`config.mk`:
```
export PLATFORM = sky130hd
export DESIGN_NAME = key_src
export DESIGN_NICKNAME = d
export VERILOG_FILES = /design/src/rtl/key_src.sv
export SDC_FILE = /design/constraint.sdc
export NUM_CORES = 1
export LEC_CHECK = 0
export CORE_UTILIZATION = 25
export DETAILED_ROUTE_END_ITERATION = 7
export GPL_TIMING_DRIVEN = 0
export SETUP_SLACK_MARGIN = 0.5
export SLEW_MARGIN = 5
export SYNTH_ARGS = -nofsm -noshare
export SYNTH_HDL_FRONTEND = slang
export SYNTH_SLANG_ARGS = --single-unit
```
`constraint.sdc`:
```
create_clock -name main_clk_i -period 3.5 [get_ports main_clk_i]
set_clock_uncertainty 0.05 [all_clocks]
set_input_delay 0.7 -clock main_clk_i [delete_from_list [all_inputs] [get_ports main_clk_i]]
set_output_delay 0.7 -clock main_clk_i [all_outputs]
set_load 0.01 [all_outputs]
```
`src/rtl/key_src.sv`:
```
// Bus-programmable key source: software pushes 9-bit key words into a FIFO that
// drains onto a valid/accept stream. Exposes fill/overflow status and enable/flush control.
module key_src #(
  parameter int unsigned DEPTH = 8
) (
  input  logic        main_clk_i,
  input  logic        main_rst_i,
  input  logic [1:0]  bus_trans_i,
  input  logic [31:0] bus_addr_i,
  input  logic        bus_write_i,
  input  logic [31:0] bus_wdata_i,
  output logic        bus_ready_o,
  output logic        bus_resp_o,
  output logic [31:0] bus_rdata_o,
  output logic        key_valid_o,
  input  logic        key_accept_i,
  output logic [8:0]  key_data_o
);

  localparam int unsigned PtrW    = $clog2(DEPTH);
  localparam logic [4:0]  FullLvl = 5'(DEPTH);

  localparam logic [1:0] RegData   = 2'd0;
  localparam logic [1:0] RegStatus = 2'd1;
  localparam logic [1:0] RegCtrl   = 2'd2;

  logic [8:0]      mem_q [DEPTH];
  logic [PtrW-1:0] wr_ptr_q, wr_ptr_d;
  logic [PtrW-1:0] rd_ptr_q, rd_ptr_d;
  logic [4:0]      level_q, level_d;
  logic            enable_q, enable_d;
  logic            overflow_q, overflow_d;
  logic            ready_q;
  logic            resp_q, resp_d;
  logic [31:0]     rdata_q, rdata_d;

  logic       accept, addr_ok, rd_req;
  logic [1:0] reg_sel;
  logic       wr_data, wr_status, wr_ctrl;
  logic       full, empty, key_valid, pop, push, flush;

  logic unused_bits;
  assign unused_bits = ^{bus_wdata_i[31:11], bus_wdata_i[9], bus_trans_i[0]};

  // Request decode and FIFO handshake qualifiers
  always_comb begin
    accept    = bus_trans_i[1] & ~ready_q;
    reg_sel   = bus_addr_i[3:2];
    addr_ok   = (bus_addr_i[31:4] == 28'd0) && (bus_addr_i[1:0] == 2'd0) &&
                (reg_sel != 2'd3);
    wr_data   = accept & addr_ok & bus_write_i & (reg_sel == RegData);
    wr_status = accept & addr_ok & bus_write_i & (reg_sel == RegStatus);
    wr_ctrl   = accept & addr_ok & bus_write_i & (reg_sel == RegCtrl);
    rd_req    = accept & addr_ok & ~bus_write_i;

    full      = (level_q == FullLvl);
    empty     = (level_q == 5'd0);
    key_valid = enable_q & ~empty;
    pop       = key_valid & key_accept_i;
    // Fullness is judged before any coincident pop, so a push into a full FIFO is dropped
    push      = wr_data & ~full;
    flush     = wr_ctrl & bus_wdata_i[1];
  end

  // Next-state for pointers, level and control/status bits
  always_comb begin
    wr_ptr_d   = wr_ptr_q;
    rd_ptr_d   = rd_ptr_q;
    level_d    = level_q;
    enable_d   = enable_q;
    overflow_d = overflow_q;

    if (push) begin
      wr_ptr_d = wr_ptr_q + PtrW'(1);
    end
    if (pop) begin
      rd_ptr_d = rd_ptr_q + PtrW'(1);
    end
    level_d = level_q + 5'(push) - 5'(pop);

    if (flush) begin
      wr_ptr_d = '0;
      rd_ptr_d = '0;
      level_d  = 5'd0;
    end
    if (wr_ctrl) begin
      enable_d = bus_wdata_i[0];
    end
    if (wr_data && full) begin
      overflow_d = 1'b1;
    end
    if (wr_status && bus_wdata_i[10]) begin
      overflow_d = 1'b0;
    end
  end

  // Response payload; reads reflect the state after the accepting edge
  always_comb begin
    resp_d  = accept & (~addr_ok | (wr_data & full));
    rdata_d = 32'd0;
    if (rd_req) begin
      unique case (reg_sel)
        RegStatus: rdata_d = {21'd0, overflow_d, (level_d == FullLvl), (level_d == 5'd0),
                              3'd0, level_d};
        RegCtrl:   rdata_d = {31'd0, enable_d};
        default:   rdata_d = 32'd0;
      endcase
    end
  end

  always_ff @(posedge main_clk_i) begin
    if (main_rst_i) begin
      wr_ptr_q   <= '0;
      rd_ptr_q   <= '0;
      level_q    <= 5'd0;
      enable_q   <= 1'b0;
      overflow_q <= 1'b0;
      ready_q    <= 1'b0;
      resp_q     <= 1'b0;
      rdata_q    <= 32'd0;
    end else begin
      wr_ptr_q   <= wr_ptr_d;
      rd_ptr_q   <= rd_ptr_d;
      level_q    <= level_d;
      enable_q   <= enable_d;
      overflow_q <= overflow_d;
      ready_q    <= accept;
      resp_q     <= resp_d;
      rdata_q    <= rdata_d;
    end
  end

  // Storage needs no reset: the head is only exposed while the level is non-zero
  always_ff @(posedge main_clk_i) begin
    if (!main_rst_i && push) begin
      mem_q[wr_ptr_q] <= bus_wdata_i[8:0];
    end
  end

  assign bus_ready_o = ready_q;
  assign bus_resp_o  = resp_q;
  assign bus_rdata_o = rdata_q;
  assign key_valid_o = key_valid;
  assign key_data_o  = key_valid ? mem_q[rd_ptr_q] : 9'd0;

endmodule

```
==> metrics.txt <==
status=finished clean; GPL Wtd Cong=0.723; CP startpoint kind=input pin; WP data required=~3.7 ns; Arrival @ worst endpoint=3.48 ns; critical path class=input pin to flop; IO Pins=114; vias in the first global route=2,663; Mapped Area=around 0.0043 mm²; sequential element share of the synthesized area=62.1%; RSZ-0062 raised after global routing=yes; via count=2,612; IO buf count=65; Die Y=133 µm; TNS Setup=0 ns; largest area contributor in the netlist=edfxtp_1; Synth area leaders=edfxtp_1, dfxtp_1, mux4_2, buf_4, ha_1; GR Overflow Total=0; DRC Markers=0; CTS tree=built; hold buffers post-CTS=0; top-area cell type share of the netlist area=50.1%; Setup-failing EPs final=0; core area=0.0167 mm²; slew margin rel.=30.9%; Area Overhead vs Synth=38.6%; antenna violations before repair=0; fillcell total=about 1,600; Hold Crit Class=flop to flop; PD cells=416 mW/mm²; Detailed Routing Iterations Pass 1=4; syn avg cell area=15.1 µm²; GRT Resource Usage Total=10.7%; CTS Buf Count=9; CP max FO=3; Leakage Power=2.28 nW; Slew @ Worst Pin=~1.0 ns; 1st-iter DRT viols=97; max-slew violation count=0; Hold Crit Start=overflow_q$_SDFF_PP0_; Seq cells post-synth=98; fraction of layout cells with a size suffix above 1=34.4%; Starting Density=approximately a quarter; Clock Tree Buf Depth=2; CTS H-Tree Depth=3; Design Area, Final=0.00598 mm²; DP Area=0.00541 mm²; FFs w/ async S/R, synth=0%; Die W=133 µm; first-pass GRT wire length=14,000 µm; Final #Nets=486; maximum VDD drop=272 µV; ANT nets after route=0; vias per inst=4.17; CTS Sinks=98; Max Fclk=308 MHz; final wirelength=between 9000 and 10,000 µm; CTS clk-pin slew, worst paths=0.06 ns; post-detail-place hpwl=6230 µm; EDFF count, synth=about 70; CP endpoint kind=flop; DR WL/cell=around 15 µm; CP startpoint=bus_addr_i[22]; Row Count=47; synth warn=0; max_cap viols=0; Final Hold Viols=0; final period utilization=92.8%; Clock Latency Late Sink=0.34 ns; final worst path period need=3.25 ns; Die ar.=0.0178 mm²; worst reg2reg startpoint=level_q[1]$_SDFF_PP0_; pin count of the biggest net entering global routing=17; Post-Synthesis Cells=286; Root Buffer=clkbuf_16; post-synth cell types=45; n_diodes=0; top_reg_cell synth=edfxtp_1
==> critical path, cell delays in order <==
cell      delay [ns]
buf_6           0.10
nor4_4          0.35
nand4_4         0.16
nor4b_4         0.36
inv_1           0.08
ha_1            0.29
inv_1           0.06
ha_2            0.17
inv_2           0.04
fa_2            0.38
nand2b_4        0.17
a21oi_4         0.14
o21ai_1         0.10
and2_4          0.18
buf_4           0.12
nor2_1          0.08
==> final timing paths <==
kind	depth (start not counted)	to	slack, ns
worst min register to register	2	bus_rdata_o[10]$_SDFF_PP0_	0.41
worst min-delay path	2	bus_rdata_o[10]$_SDFF_PP0_	0.41
worst max-delay path	16	level_q[4]$_SDFF_PP0_	0.25
worst max register to register	17	level_q[4]$_SDFF_PP0_	0.35
==> cell type report <==
cell class / instances / area [µm²] / share of cell area [%]
timing repair buffer: 82 / 709 / 11.9
clock buffer: 11 / 233 / 3.89
inverter: 14 / 52.6 / 0.878
sequential: 98 / 2680 / 44.8
tap: 220 / 275 / 4.60
multi-input combinational: 166 / 1670 / 27.9
clock inverter: 5 / 108 / 1.80
buffer: 31 / 256 / 4.29
==> cells by family after synthesis <==
family	Yosys count	share of synthesized area [%]
xor+xnor	5	1.01
fa+ha+maj	14	4.23
flops	98	62.1
mux	30	12.2
compound gates	16	2.67
simple gates	77	11.6
buf+inv	45	6.14
other cells	1	0.0868
==> through the flow <==
stage | power, W | hold WS (ns) | instances | setup slack [ns] | utilization (%)
floorplan | 0.00132 | 0.377 | 309 | 0.0512 | -
global placement | 0.00140 | 0.401 | 594 | -0.807 | 32.3
detailed placement | 0.00140 | 0.402 | 594 | -0.884 | 32.4
CTS | 0.00251 | 0.425 | 616 | 0.191 | 35.3
global route | 0.00257 | 0.475 | 627 | 0.136 | 35.8
finish | 0.00249 | 0.415 | 627 | 0.254 | 35.8
==> per-layer routing <==
metal	wire [µm]	GRT usage (%)	vias up
met4	106	2.65	0
li1	-	-	1254
met1	3820	12.4	1276
met2	4710	18.4	72
met5	0	0	-
met3	505	4.15	10
==> sequential cells by signal, summed over array words and instances, names as in the netlist, 3 cells and up, named ones only <==
name,cells
rd_ptr_q,3
wr_ptr_q,3
bus_rdata_o,8
level_q,5
mem_q,72
==> cells in the mapped netlist, types with 4 or more instances <==
cell type	count
a21oi_1	4
buf_4	25
mux4_2	18
nand3_1	6
nor2_1	34
inv_1	14
xor2_1	4
nand2_1	5
ha_1	13
edfxtp_1	72
nor4_2	8
mux2i_1	11
dfxtp_1	26
==> placed cells by master (no fill, tap or decap), types with 4 or more instances in the layout <==
master and instances:
clkbuf_16 9, clkdlybuf4s15_1 5, inv_1 13, dlygate4sd2_1 10
conb_1 24, mux2i_1 11, nand2_1 4, mux4_2 18
nor4_4 9, clkdlybuf4s50_1 24, buf_4 41, clkbuf_2 17
ha_1 10, dfxtp_1 26, nand3_1 5, dlymetal6s2s_1 5
edfxtp_1 72, nor2_1 32
==> power by group <==
group | total [W] | switching (W) | leakage [nW] | internal, W
Combinational | 0.000127 | 0.0000605 | 1.25 | 0.0000664
Clock | 0.00112 | 0.000414 | 0.165 | 0.000704
Sequential | 0.00125 | 0.000000651 | 0.857 | 0.00124
==> repair_timing <==
| item | 4_1_cts | 5_1_grt |
|---|---|---|
| buffers inserted | 6 | 11 |
| resized for setup | 85 | 53 |
| setup endpoints to repair | 94 | 67 |
| endpoints found under the hold margin | 0 | 0 |
| cloned | 0 | 0 |
| pin swaps | 17 | 19 |
No activity file was read; power rests on OpenSTA's default activity.
==> RTL change 1 (same flow settings) <==
Reset style: asynchronous (`main_rst_i`), changed in one clocked block.
--- a/src/rtl/key_src.sv
+++ b/src/rtl/key_src.sv
@@ -108,7 +108,7 @@
     end
   end
 
-  always_ff @(posedge main_clk_i) begin
+  always_ff @(posedge main_clk_i or posedge main_rst_i) begin
     if (main_rst_i) begin
       wr_ptr_q   <= '0;
       rd_ptr_q   <= '0;
Function: differs if main_rst_i is asserted again (counterexample within 4 cycles, from zero or initial values and one cycle with main_rst_i high); with main_rst_i held inactive, the same outputs for 10 cycles.
==> RTL change 1 against the original RTL <==
  * Area after synthesis decreased by 0.70%
  * Sequential share of layout area about the same
  * Via count decreased by 0.19%
  * Worst setup slack improved by 0.13 ns
  * Routed wire length increased by 3.9%
  * Global-route usage increased by 0.41 points
  * Total power decreased by 6.0%
  * Final cell count increased by 0.64%
  * Critical path type unchanged
  * Cell area increased by 2.0%
  * Highest routed layer unchanged
  * Synthesized cell count decreased by 2.4%
  * Sequential cell count decreased by 3
==> RTL change 1: results <==
placement:
  pre_cts_ws_ns: -0.578
  place_inst: 588
  placed_cell_area_um2: 5390
  place_congestion: 0.746
  port_buffers: 66
  hpwlAfterDp_um: 6030
critical_path:
  ff2ff_setup_slack_ns: 0.46
  reg2reg_to: "bus_rdata_o[8]"
  r2r_start: "level_q[0]"
  cp_top_family: "adder cells"
  worstPathMaxFanout: 6
  cpMaxStageDelayCell: "clkdlybuf4s50_1"
  critPathArrivalTime_ns: 3.34
  max_stage_delay_ns: 0.55
  setup.worst_path.start: "bus_write_i"
drt:
  via_per_inst: 4.13
  drtIter0Drc: 140
  wl_met1_um: 3960
  wl_met3_um: 585
  post_drt_wl_per_cell_um: 15.1
  firstDrtPassIters: 5
  met2_length_um: 4880
timing:
  whs_ns: 0.456
  clock.fmax_ghz: 0.321
  max_slew_margin_pct: 56.8
synthesis:
  synth.distinct_cells: 44
  yosys-top-cells-count: "edfxtp_1 (72), nor2_1 (32), buf_4 (26), dfrtp_1 (23), mux4_2 (18)"
  synth_top_flop_cell: "edfxtp_1"
  synthArstFlopShare_pct: 24.2
  syn_inst: 279
  ys_seq_area_share_pct: 63.8
  netlist_top_cells_area: "edfxtp_1 (50%), dfrtp_1 (13%), mux4_2 (9.5%), buf_4 (4.6%), ha_1 (3.8%)"
hold_path:
  hp-start: "overflow_q"
  holdPathEnd: "bus_rdata_o[10]"
  whs_path_depth: 2
run_status:
  outcome: "completed"
layout:
  layout.nets: 490
  stdcell_count: 631
  fillCellCount: 1567
  syn2layout_area_growth_pct: 42.4
  drive_gt1_share_pct: 38.9
pwr:
  power_density_nw_per_um2: 383
  ir_drop_uv: 244
  intPower_mw: 1.84
  p_leak_nw: 2.46
clock_network:
  cts_resized: 87
  cts_setup_buffers: 22
grt:
  grtUsageMet1_pct: 12.8
  gr-usage-met2_pct: 19.6
  grt_usage_pct: 11.1
  met3_usage_pct: 3.83
  grt_pass1_vias: 2732
  grt_max_degree: 25
-- RTL change 1: cells by family after synthesis --
kind of cell	count (synthesis)	share of synthesized area, %
AOI/OAI and AO/OA	13	2.10
buffers and inverters	45	6.45
adders and majority gates	14	4.26
other	1	0.0874
and+or+nand+nor	76	10.0
muxes	29	12.0
xor gates and xnor gates	6	1.23
DFF	95	63.8
-- RTL change 1: cell type report --
| cell class | instances | share of cell area [%] |
|---|---|---|
| Sequential cell | 95 | 44.8 |
| Multi-Input combinational cell | 162 | 26.3 |
| Timing Repair Buffer | 93 | 14.0 |
| Tap cell | 220 | 4.51 |
| Buffer | 32 | 4.43 |
| Clock buffer | 9 | 3.69 |
| Clock inverter | 7 | 1.31 |
| Inverter | 13 | 0.861 |
-- RTL change 1: power groups by stage --
stage	logic, mW	registers (mW)	clock network (mW)
floorplan	0.0471	1.24	0
global placement	0.117	1.24	0
detailed placement	0.120	1.24	0
CTS	0.117	1.22	1.03
global route	0.134	1.21	1.06
finish	0.123	1.22	1.00
==> RTL change 2 (same settings) <==
Without the edit above. Set the parameter `DEPTH` to 16 (it was 8).
--- a/src/rtl/key_src.sv
+++ b/src/rtl/key_src.sv
@@ -1,7 +1,7 @@
 // Bus-programmable key source: software pushes 9-bit key words into a FIFO that
 // drains onto a valid/accept stream. Exposes fill/overflow status and enable/flush control.
 module key_src #(
-  parameter int unsigned DEPTH = 8
+  parameter int unsigned DEPTH = 16
 ) (
   input  logic        main_clk_i,
   input  logic        main_rst_i,
Check against the original RTL: no difference found for any inputs over 10 cycles, from zero or initial values and one cycle with main_rst_i high; that may be too few to reach the edited logic, so the function may still have changed.
==> RTL change 2 against the original RTL <==
  * Combinational power increased by 9%
  * Worst setup slack improved by 0.27 ns
  * Sequential cell count increased by 75
  * Sequential share of layout area increased by 6.6 points
  * Synthesized cell count increased by 49%
  * Area after synthesis increased by 65%
  * Routed wire length increased by 68%
  * Total power increased by 70%
  * Cell area increased by 59%
  * Largest cell class unchanged
  * Largest power group unchanged
==> RTL change 2: results <==
layout:
  seq_share_pct: 51.5
  layout.nets: 649
  fin_util_pct: 34.1
  clock_tree_area_fraction_pct: 6.18
  drive_gt1_share_pct: 36.1
  nNonClkInverters: 16
  fillCellCount: 2741
  nonClkBufAreaFrac_pct: 12.8
  num-multi-input-gates: 220
drt:
  vias: 3991
  drtIter0Drc: 261
  post_drt_wl_per_cell_um: 16.1
pwr:
  p_leak_nw: 3.22
synthesis:
  ys_seq_area_share_pct: 68.8
  synth_edf_count: 144
  syn_inst: 426
grt:
  grt_usage_pct: 11.1
  met3_usage_pct: 2.94
  grt_pass1_wl_um: 23500
  grt_pass1_vias: 4166
  grt_max_degree: 19
placement:
  place_inst: 893
  port_buffers: 66
clock_network:
  clk_latency_ns: 0.42
  cts_htree_levels: 4
critical_path:
  critPathArrivalTime_ns: 3.28
  path_buf_inv: 4
run_status:
  outcome: "completed"
RTL change 2: cell types whose count changed after synthesis, sizes merged, moves of 3 or more:
cell / change
a21oi: +4
o22ai: +10
o32ai: +3
mux2i: +7
and2: -3
buf: +5
clkbuf: +4
xnor2: +3
nand2: +6
dfxtp: +3
mux4: +18
edfxtp: +72
RTL change 2: path summary, 6_finish.rpt:
| check | from | endpoint | slack (ns) | cells after the start |
|---|---|---|---|---|
| worst max-delay path | bus_addr_i[0] | bus_rdata_o[9] | 0.53 | 15 |
| worst min-delay path | overflow_q | overflow_q | 0.43 | 2 |
| worst max register to register | level_q[3] | bus_rdata_o[9] | 0.57 | 15 |
| worst min register to register | overflow_q | overflow_q | 0.43 | 2 |
RTL change 2: kinds of logic (layout without fill, tap and decap cells):
| family | after synthesis | count (layout) | share of synthesized area (%) |
|---|---|---|---|
| DFF | 173 | 173 | 68.8 |
| and+or+nand+nor | 86 | 86 | 6.14 |
| buffers and inverters | 56 | 183 | 4.37 |
| muxes | 54 | 54 | 13.9 |
| AOI/OAI and AO/OA | 34 | 34 | 3.14 |
| adders and majority gates | 16 | 16 | 2.91 |
| xor gates and xnor gates | 6 | 6 | 0.737 |
| other | 1 | 24 | 0.0526 |
RTL change 2: power breakdown:
| part | internal, mW | total (mW) | leakage, nW | switching, mW |
|---|---|---|---|---|
| clock | 1.07 | 1.88 | 0.273 | 0.810 |
| sequential | 2.23 | 2.23 | 1.53 | 0.000629 |
| combinational | 0.0685 | 0.138 | 1.42 | 0.0698 |
RTL change 2: repair_timing:
| action | in CTS | in global routing |
|---|---|---|
| resized for setup | 138 | 60 |
| buffers inserted | 17 | 12 |
| pin swaps | 22 | 21 |
| endpoints found under the setup margin | 164 | 140 |
